--- config.mk ---
export PLATFORM = sky130hd
export DESIGN_NAME = uart_rx_fifo_flat
export DESIGN_NICKNAME = d
export VERILOG_FILES = /design/src/rtl/uart_pkg.sv /design/src/rtl/uart_rx_fifo_if.sv /design/src/rtl/sat_cnt8.sv /design/src/rtl/uart_rx_fifo.sv /design/src/flat_wrapper.sv
export SDC_FILE = /design/constraint.sdc
export NUM_CORES = 1
export LEC_CHECK = 0
export CAP_MARGIN = 15
export CORE_UTILIZATION = 40
export DETAILED_ROUTE_END_ITERATION = 16
export MAX_ROUTING_LAYER = met4
export PLACE_DENSITY = 0.57
export SLEW_MARGIN = 20
export SYNTH_ARGS = -nofsm -noshare
export SYNTH_HDL_FRONTEND = slang
export SYNTH_SLANG_ARGS = --single-unit
--- constraint.sdc ---
create_clock -name clk -period 3.83 [get_ports clk]
set_input_delay 0.383 -clock clk [delete_from_list [all_inputs] [get_ports clk]]
set_output_delay 0.383 -clock clk [all_outputs]
set_load 0.02 [all_outputs]
--- src/rtl/uart_pkg.sv ---
// Shared types and constants for the UART receive FIFO slice.
package uart_pkg;

  localparam int DEPTH_DEF  = 16;
  localparam int THRESH_DEF = 12;

  localparam logic [7:0] CNT_MAX = 8'hFF;

  typedef struct packed {
    logic       err;
    logic [7:0] data;
  } fifo_entry_t;

endpackage

--- src/rtl/uart_rx_fifo_if.sv ---
// Byte stream from the UART receiver into the FIFO and out to the host (valid/ready).
interface uart_rx_fifo_if;

  logic [7:0] rx_data;
  logic       rx_valid;
  logic       rx_error;
  logic [7:0] out_data;
  logic       out_err;
  logic       out_valid;
  logic       out_ready;

  modport master (
    output rx_data, rx_valid, rx_error, out_ready,
    input  out_data, out_err, out_valid
  );

  modport slave (
    input  rx_data, rx_valid, rx_error, out_ready,
    output out_data, out_err, out_valid
  );

endinterface

--- src/rtl/sat_cnt8.sv ---
// 8-bit saturating event counter; an increment in the same cycle as a clear leaves it at 1.
module sat_cnt8
  import uart_pkg::*;
(
  input  logic       clk,
  input  logic       rst_n,
  input  logic       inc,
  input  logic       clr,
  output logic [7:0] cnt
);

  logic [7:0] cnt_reg;

  always_ff @(posedge clk or negedge rst_n) begin
    if (!rst_n) begin
      cnt_reg <= 8'h00;
    end else if (inc) begin
      if (clr)
        cnt_reg <= 8'h01;
      else if (cnt_reg != CNT_MAX)
        cnt_reg <= cnt_reg + 8'h01;
    end else if (clr) begin
      cnt_reg <= 8'h00;
    end
  end

  assign cnt = cnt_reg;

endmodule

--- src/rtl/uart_rx_fifo.sv ---
// First-word-fall-through receive FIFO behind the UART receiver, with fill status
// and sticky overrun/error statistics (the receiver cannot be stalled).
module uart_rx_fifo
  import uart_pkg::*;
#(
  parameter int DEPTH    = DEPTH_DEF,
  parameter int THRESH   = THRESH_DEF,
  parameter bit DROP_ERR = 1'b0
) (
  input  logic                     clk,
  input  logic                     rst_n,
  uart_rx_fifo_if.slave            bus,
  input  logic                     flush,
  input  logic                     ovr_clr,
  output logic [$clog2(DEPTH):0]   level,
  output logic                     empty,
  output logic                     full,
  output logic                     thresh,
  output logic                     overrun,
  output logic [7:0]               ovr_cnt,
  output logic [7:0]               err_cnt
);

  localparam int AW = $clog2(DEPTH);
  localparam int PW = AW + 1;

  fifo_entry_t mem [DEPTH];
  fifo_entry_t head;

  logic [AW:0] wr_ptr_reg, wr_ptr_next;
  logic [AW:0] rd_ptr_reg, rd_ptr_next;
  logic [AW:0] level_reg, level_next;
  logic        empty_reg, empty_next;
  logic        full_reg, full_next;
  logic        thresh_reg, thresh_next;
  logic        overrun_reg;

  logic push_req, push_ok, pop, ovr_evt, err_evt;

  always_comb begin
    push_req = bus.rx_valid & ~(DROP_ERR & bus.rx_error);
    pop      = ~empty_reg & bus.out_ready;
    // A pop frees the slot a same-cycle push needs, so full only blocks a lone push.
    push_ok  = push_req & (~full_reg | pop);
    ovr_evt  = push_req & full_reg & ~pop & ~flush;
    err_evt  = bus.rx_valid & bus.rx_error;

    wr_ptr_next = wr_ptr_reg;
    rd_ptr_next = rd_ptr_reg;
    if (flush) begin
      wr_ptr_next = '0;
      rd_ptr_next = '0;
    end else begin
      if (push_ok) wr_ptr_next = wr_ptr_reg + PW'(1);
      if (pop)     rd_ptr_next = rd_ptr_reg + PW'(1);
    end

    level_next  = wr_ptr_next - rd_ptr_next;
    empty_next  = (wr_ptr_next == rd_ptr_next);
    full_next   = (wr_ptr_next[AW] != rd_ptr_next[AW]) &&
                  (wr_ptr_next[AW-1:0] == rd_ptr_next[AW-1:0]);
    thresh_next = (level_next >= PW'(THRESH));
  end

  always_ff @(posedge clk or negedge rst_n) begin
    if (!rst_n) begin
      wr_ptr_reg  <= '0;
      rd_ptr_reg  <= '0;
      level_reg   <= '0;
      empty_reg   <= 1'b1;
      full_reg    <= 1'b0;
      thresh_reg  <= 1'b0;
      overrun_reg <= 1'b0;
    end else begin
      wr_ptr_reg  <= wr_ptr_next;
      rd_ptr_reg  <= rd_ptr_next;
      level_reg   <= level_next;
      empty_reg   <= empty_next;
      full_reg    <= full_next;
      thresh_reg  <= thresh_next;
      if (ovr_evt)
        overrun_reg <= 1'b1;
      else if (ovr_clr)
        overrun_reg <= 1'b0;
    end
  end

  // Storage is left unreset so it can map onto distributed RAM.
  always_ff @(posedge clk) begin
    if (push_ok && !flush)
      mem[wr_ptr_reg[AW-1:0]] <= '{err: bus.rx_error, data: bus.rx_data};
  end

  assign head = mem[rd_ptr_reg[AW-1:0]];

  // Head is masked while empty so stale or uninitialised entries never leak out.
  assign bus.out_data  = empty_reg ? 8'h00 : head.data;
  assign bus.out_err   = empty_reg ? 1'b0  : head.err;
  assign bus.out_valid = ~empty_reg;

  logic [1:0] cnt_inc;
  logic [7:0] cnt_val [2];

  assign cnt_inc = {err_evt, ovr_evt};

  generate
    for (genvar gi = 0; gi < 2; gi++) begin : g_cnt
      sat_cnt8 u_cnt (
        .clk   (clk),
        .rst_n (rst_n),
        .inc   (cnt_inc[gi]),
        .clr   (ovr_clr),
        .cnt   (cnt_val[gi])
      );
    end
  endgenerate

  assign level   = level_reg;
  assign empty   = empty_reg;
  assign full    = full_reg;
  assign thresh  = thresh_reg;
  assign overrun = overrun_reg;
  assign ovr_cnt = cnt_val[0];
  assign err_cnt = cnt_val[1];

endmodule

--- src/flat_wrapper.sv ---
// flat-port wrapper written by rule: the top's interface ports become plain ports
module uart_rx_fifo_flat import uart_pkg::*;
#(
  parameter int DEPTH    = DEPTH_DEF,
  parameter int THRESH   = THRESH_DEF,
  parameter bit DROP_ERR = 1'b0
)
  (clk, rst_n, flush, ovr_clr, level, empty, full, thresh, overrun, ovr_cnt, err_cnt, bus_rx_data, bus_rx_valid, bus_rx_error, bus_out_ready, bus_out_data, bus_out_err, bus_out_valid);
  uart_rx_fifo_if bus_i ();
  input  logic clk;
  input  logic rst_n;
  input  logic flush;
  input  logic ovr_clr;
  output logic [$clog2(DEPTH):0] level;
  output logic empty;
  output logic full;
  output logic thresh;
  output logic overrun;
  output logic [7:0] ovr_cnt;
  output logic [7:0] err_cnt;
  input wire logic [$bits(bus_i.rx_data)-1:0] bus_rx_data;
  input wire logic [$bits(bus_i.rx_valid)-1:0] bus_rx_valid;
  input wire logic [$bits(bus_i.rx_error)-1:0] bus_rx_error;
  input wire logic [$bits(bus_i.out_ready)-1:0] bus_out_ready;
  output wire logic [$bits(bus_i.out_data)-1:0] bus_out_data;
  output wire logic [$bits(bus_i.out_err)-1:0] bus_out_err;
  output wire logic [$bits(bus_i.out_valid)-1:0] bus_out_valid;
  assign bus_i.rx_data = bus_rx_data;
  assign bus_i.rx_valid = bus_rx_valid;
  assign bus_i.rx_error = bus_rx_error;
  assign bus_i.out_ready = bus_out_ready;
  assign bus_out_data = bus_i.out_data;
  assign bus_out_err = bus_i.out_err;
  assign bus_out_valid = bus_i.out_valid;
  uart_rx_fifo #(.DEPTH(DEPTH), .THRESH(THRESH), .DROP_ERR(DROP_ERR)) u_core (.clk(clk), .rst_n(rst_n), .bus(bus_i), .flush(flush), .ovr_clr(ovr_clr), .level(level), .empty(empty), .full(full), .thresh(thresh), .overrun(overrun), .ovr_cnt(ovr_cnt), .err_cnt(err_cnt));
endmodule
==> reports/qor.csv <==
stage,metric,value,unit
run_status,status,completed,
synthesis,Yosys top cell area share,59.0,%
layout,nets,529,
grt,number of global-route vias before repair,4106,
floorplan,Initial Util,40.8,%
layout,fraction of layout cells with a size suffix above 1,18.1,%
drt,"antenna viol nets, final",0,
synthesis,Mapped Cells,432,
timing,unrepaired setup endpoints after global routing,no,
placed_design,port bufs,49,
pwr,Peak VDD IR,0.000328,V
drt,Vias per Instance,5.31,
placed_design,dpl hpwl,9.61,mm
drt,routed wire length,15.1,mm
synthesis,Synth area leader,edfxtp_1,
grt,largest net degree at the start of global routing,39,
synthesis,syn nets,459,
timing,worst slew pin tran,0.851,ns
synthesis,top_reg_cell synth,edfxtp_1,
layout,area of the multi-input gates,0.00197,mm²
clock_network,root buf cell,clkbuf_16,
worst_setup_path,startpoint types,register,
timing,hold_ws,0.367,ns
layout,Layout area overhead,19.5,%
drt,# DRC,0,
timing,Setup TNS Final,0,ns
synthesis,asr flop ratio synth,19.6,%
worst_setup_path,Crit Path Max Fanout,13,
synthesis,Yosys warnings,0,
floorplan,Core Region,0.0180,mm²
timing,Slew headroom,43.0,%
floorplan,Die ar.,0.0189,mm²
timing,final period utilization,85.7,%
worst_setup_path,crit path DAT,2.90,ns
pwr,power density cells,525,mW/mm²
worst_setup_path,slowest CP cell,dfrtp_2,
timing,Final Hold Viols,0,
timing,max-slew violations,0,
clock_network,Setup Buffers After CTS,0,
drt,Pre-Repair DR Iteration Count,4,
layout,storage element area,0.00520,mm²
grt,gr usage total,18.2,%
clock_network,TritonCTS buffer count,17,
floorplan,Rows,49,
synthesis,register area share after synthesis,71.0,%
timing,fmax,305,MHz
grt,initial antenna violation count,0,
placed_design,number of instances in the placed design,712,
synthesis,ranking of synthesized cells by area,"edfxtp_1 (59%), dfrtp_1 (12%), mux4_2 (11%)",
pwr,LEAKAGE,3.00,nW
grt,total grt overflow,0,
worst_setup_path,"CP delay by family, top",buffers and inverters,
layout,max reg flops,144,
drt,vias,3943,
clock_network,Clock Tree Buf Depth,2,
synthesis,cell with the most instances after synthesis,edfxtp_1,
clock_network,H-tree levels,4,
layout,Ant. Diodes,0,
clock_network,"Reg clk slew, reported paths",0.06,ns
synthesis,unique cell type count in the Yosys netlist,43,
job,Max Cap Viol,0,
timing,setup violators final,0,
timing,Final min period,3.28,ns
worst_setup_path,WP data required,3.45,ns
drt,drt wl/cell,20.4,µm
placed_design,Placer Congestion,0.792,
clock_network,post-CTS resize count,0,
worst_setup_path,R2R setup slack,0.69,ns
worst_setup_path,critical path type,reg2out,
synthesis,Post-synth top cells,"edfxtp_1 (144), mux4_2 (36), nor2_1 (35), dfrtp_1 (34), a22oi_1 (18)",
timing,worst clock skew,0.00816,ns
layout,FILL cells,1511,
synthesis,mapped cell area,0.00732,mm²
synthesis,syn_area_per_cell,17.0,µm²
floorplan,chip width,137,µm
floorplan,I/O Pins,50,
clock_network,CTS Sinks,179,
clock_network,hold-fix buffer count after cts,0,
pwr,Pwr Total,4.59,mW
layout,Final Non-Filler Cells,743,
synthesis,synthesized flop and latch total,179,
worst_setup_path,Worst Setup End Kind,output pin,
min_path,type of the worst min-delay path,in2async,
synthesis,"EDFF count, synth",144,
clock_network,TritonCTS clock tree,yes,
drt,DRT iter0 DRCs,273,
grt,first-pass GRT wire length,23.5,mm
worst_setup_path,worst path bufs/invs,2,
worst_setup_path,CP max stage delay,0.66,ns
layout,Layout Utilization,48.7,%
floorplan,Die Height,137,µm
clock_network,worst-skew pair later-pin latency,0.43,ns
worst_setup_path,CP Cell Sequence,"buf_4, mux4_2, a22oi_1, a21oi_1, clkdlybuf4s50_1",
## stage by stage
| stage | worst slack (ns) | area, µm² |
|---|---|---|
| 6_report | 0.549 | 8750 |
| 2_1_floorplan | 1.13 | 7320 |
| 3_5_place_dp | 0.520 | 8180 |
| 3_3_place_gp | 0.643 | 8180 |
| 5_1_grt | 0.354 | 8750 |
| 4_1_cts | 0.443 | 8750 |
## kinds of logic after synthesis
family	synth area share, %
flops	71.0
mux	11.3
xor+xnor	2.61
simple gates	6.39
buf+inv	2.12
fa+ha+maj	2.15
compound gates	4.36
## report_power, final
group	switching (mW)	internal, mW	leakage (nW)
logic	0.333	0.343	0.956
registers	0.0668	2.15	1.77
clock network	0.732	0.963	0.270
total	1.13	3.46	3.00
## area by class of cell
| type | count | share of cell area (%) |
|---|---|---|
| clock inverters | 14 | 1.73 |
| multi-input cells | 218 | 22.5 |
| flip-flops and latches | 179 | 59.4 |
| repair buffers | 70 | 7.55 |
| clock buffers | 17 | 4.86 |
| inverters | 16 | 0.686 |
| well taps | 229 | 3.27 |
## placed cells by master (no fill, tap or decap), types with 11 or more instances in the layout
cell type        netlist  routed
nor2_1                35      35
mux4_2                36      36
a21oi_1               16      16
clkbuf_16              0      17
nand2_1               17      17
dfrtp_1               34      33
clkdlybuf4s50_1        0      49
xor2_1                12      12
edfxtp_1             144     144
buf_4                  2      20
inv_1                 15      15
ha_1                  11      11
a22oi_1               18      18
## worst paths after layout
| check | start | endpoint | depth (start not counted) |
|---|---|---|---|
| max | u_core.rd_ptr_reg[0]$_DFF_PN0_ | bus_out_data[2] | 5 |
| max reg2reg | u_core.empty$_DFF_PN1_ | u_core.thresh$_DFF_PN0_ | 12 |
| min reg2reg | u_core.overrun$_DFFE_PN0P_ | u_core.overrun$_DFFE_PN0P_ | 2 |
| min in group clk | u_core.overrun$_DFFE_PN0P_ | u_core.overrun$_DFFE_PN0P_ | 2 |
| min | rst_n | u_core.level[4]$_DFF_PN0_ | 2 |
| max in group asynchronous | rst_n | u_core.rd_ptr_reg[0]$_DFF_PN0_ | 2 |
## layer usage
layer / GRT usage (%) / part of all wire (%) / vias to the layer above
met5: - / 0 / -
met4: 4.76 / 1.0 / 0
met3: 4.08 / 6.2 / 13
met2: 28.5 / 48 / 114
met1: 24.0 / 44 / 2004
li1: - / - / 1812
Note: power is estimated with default switching activity, not from simulation.
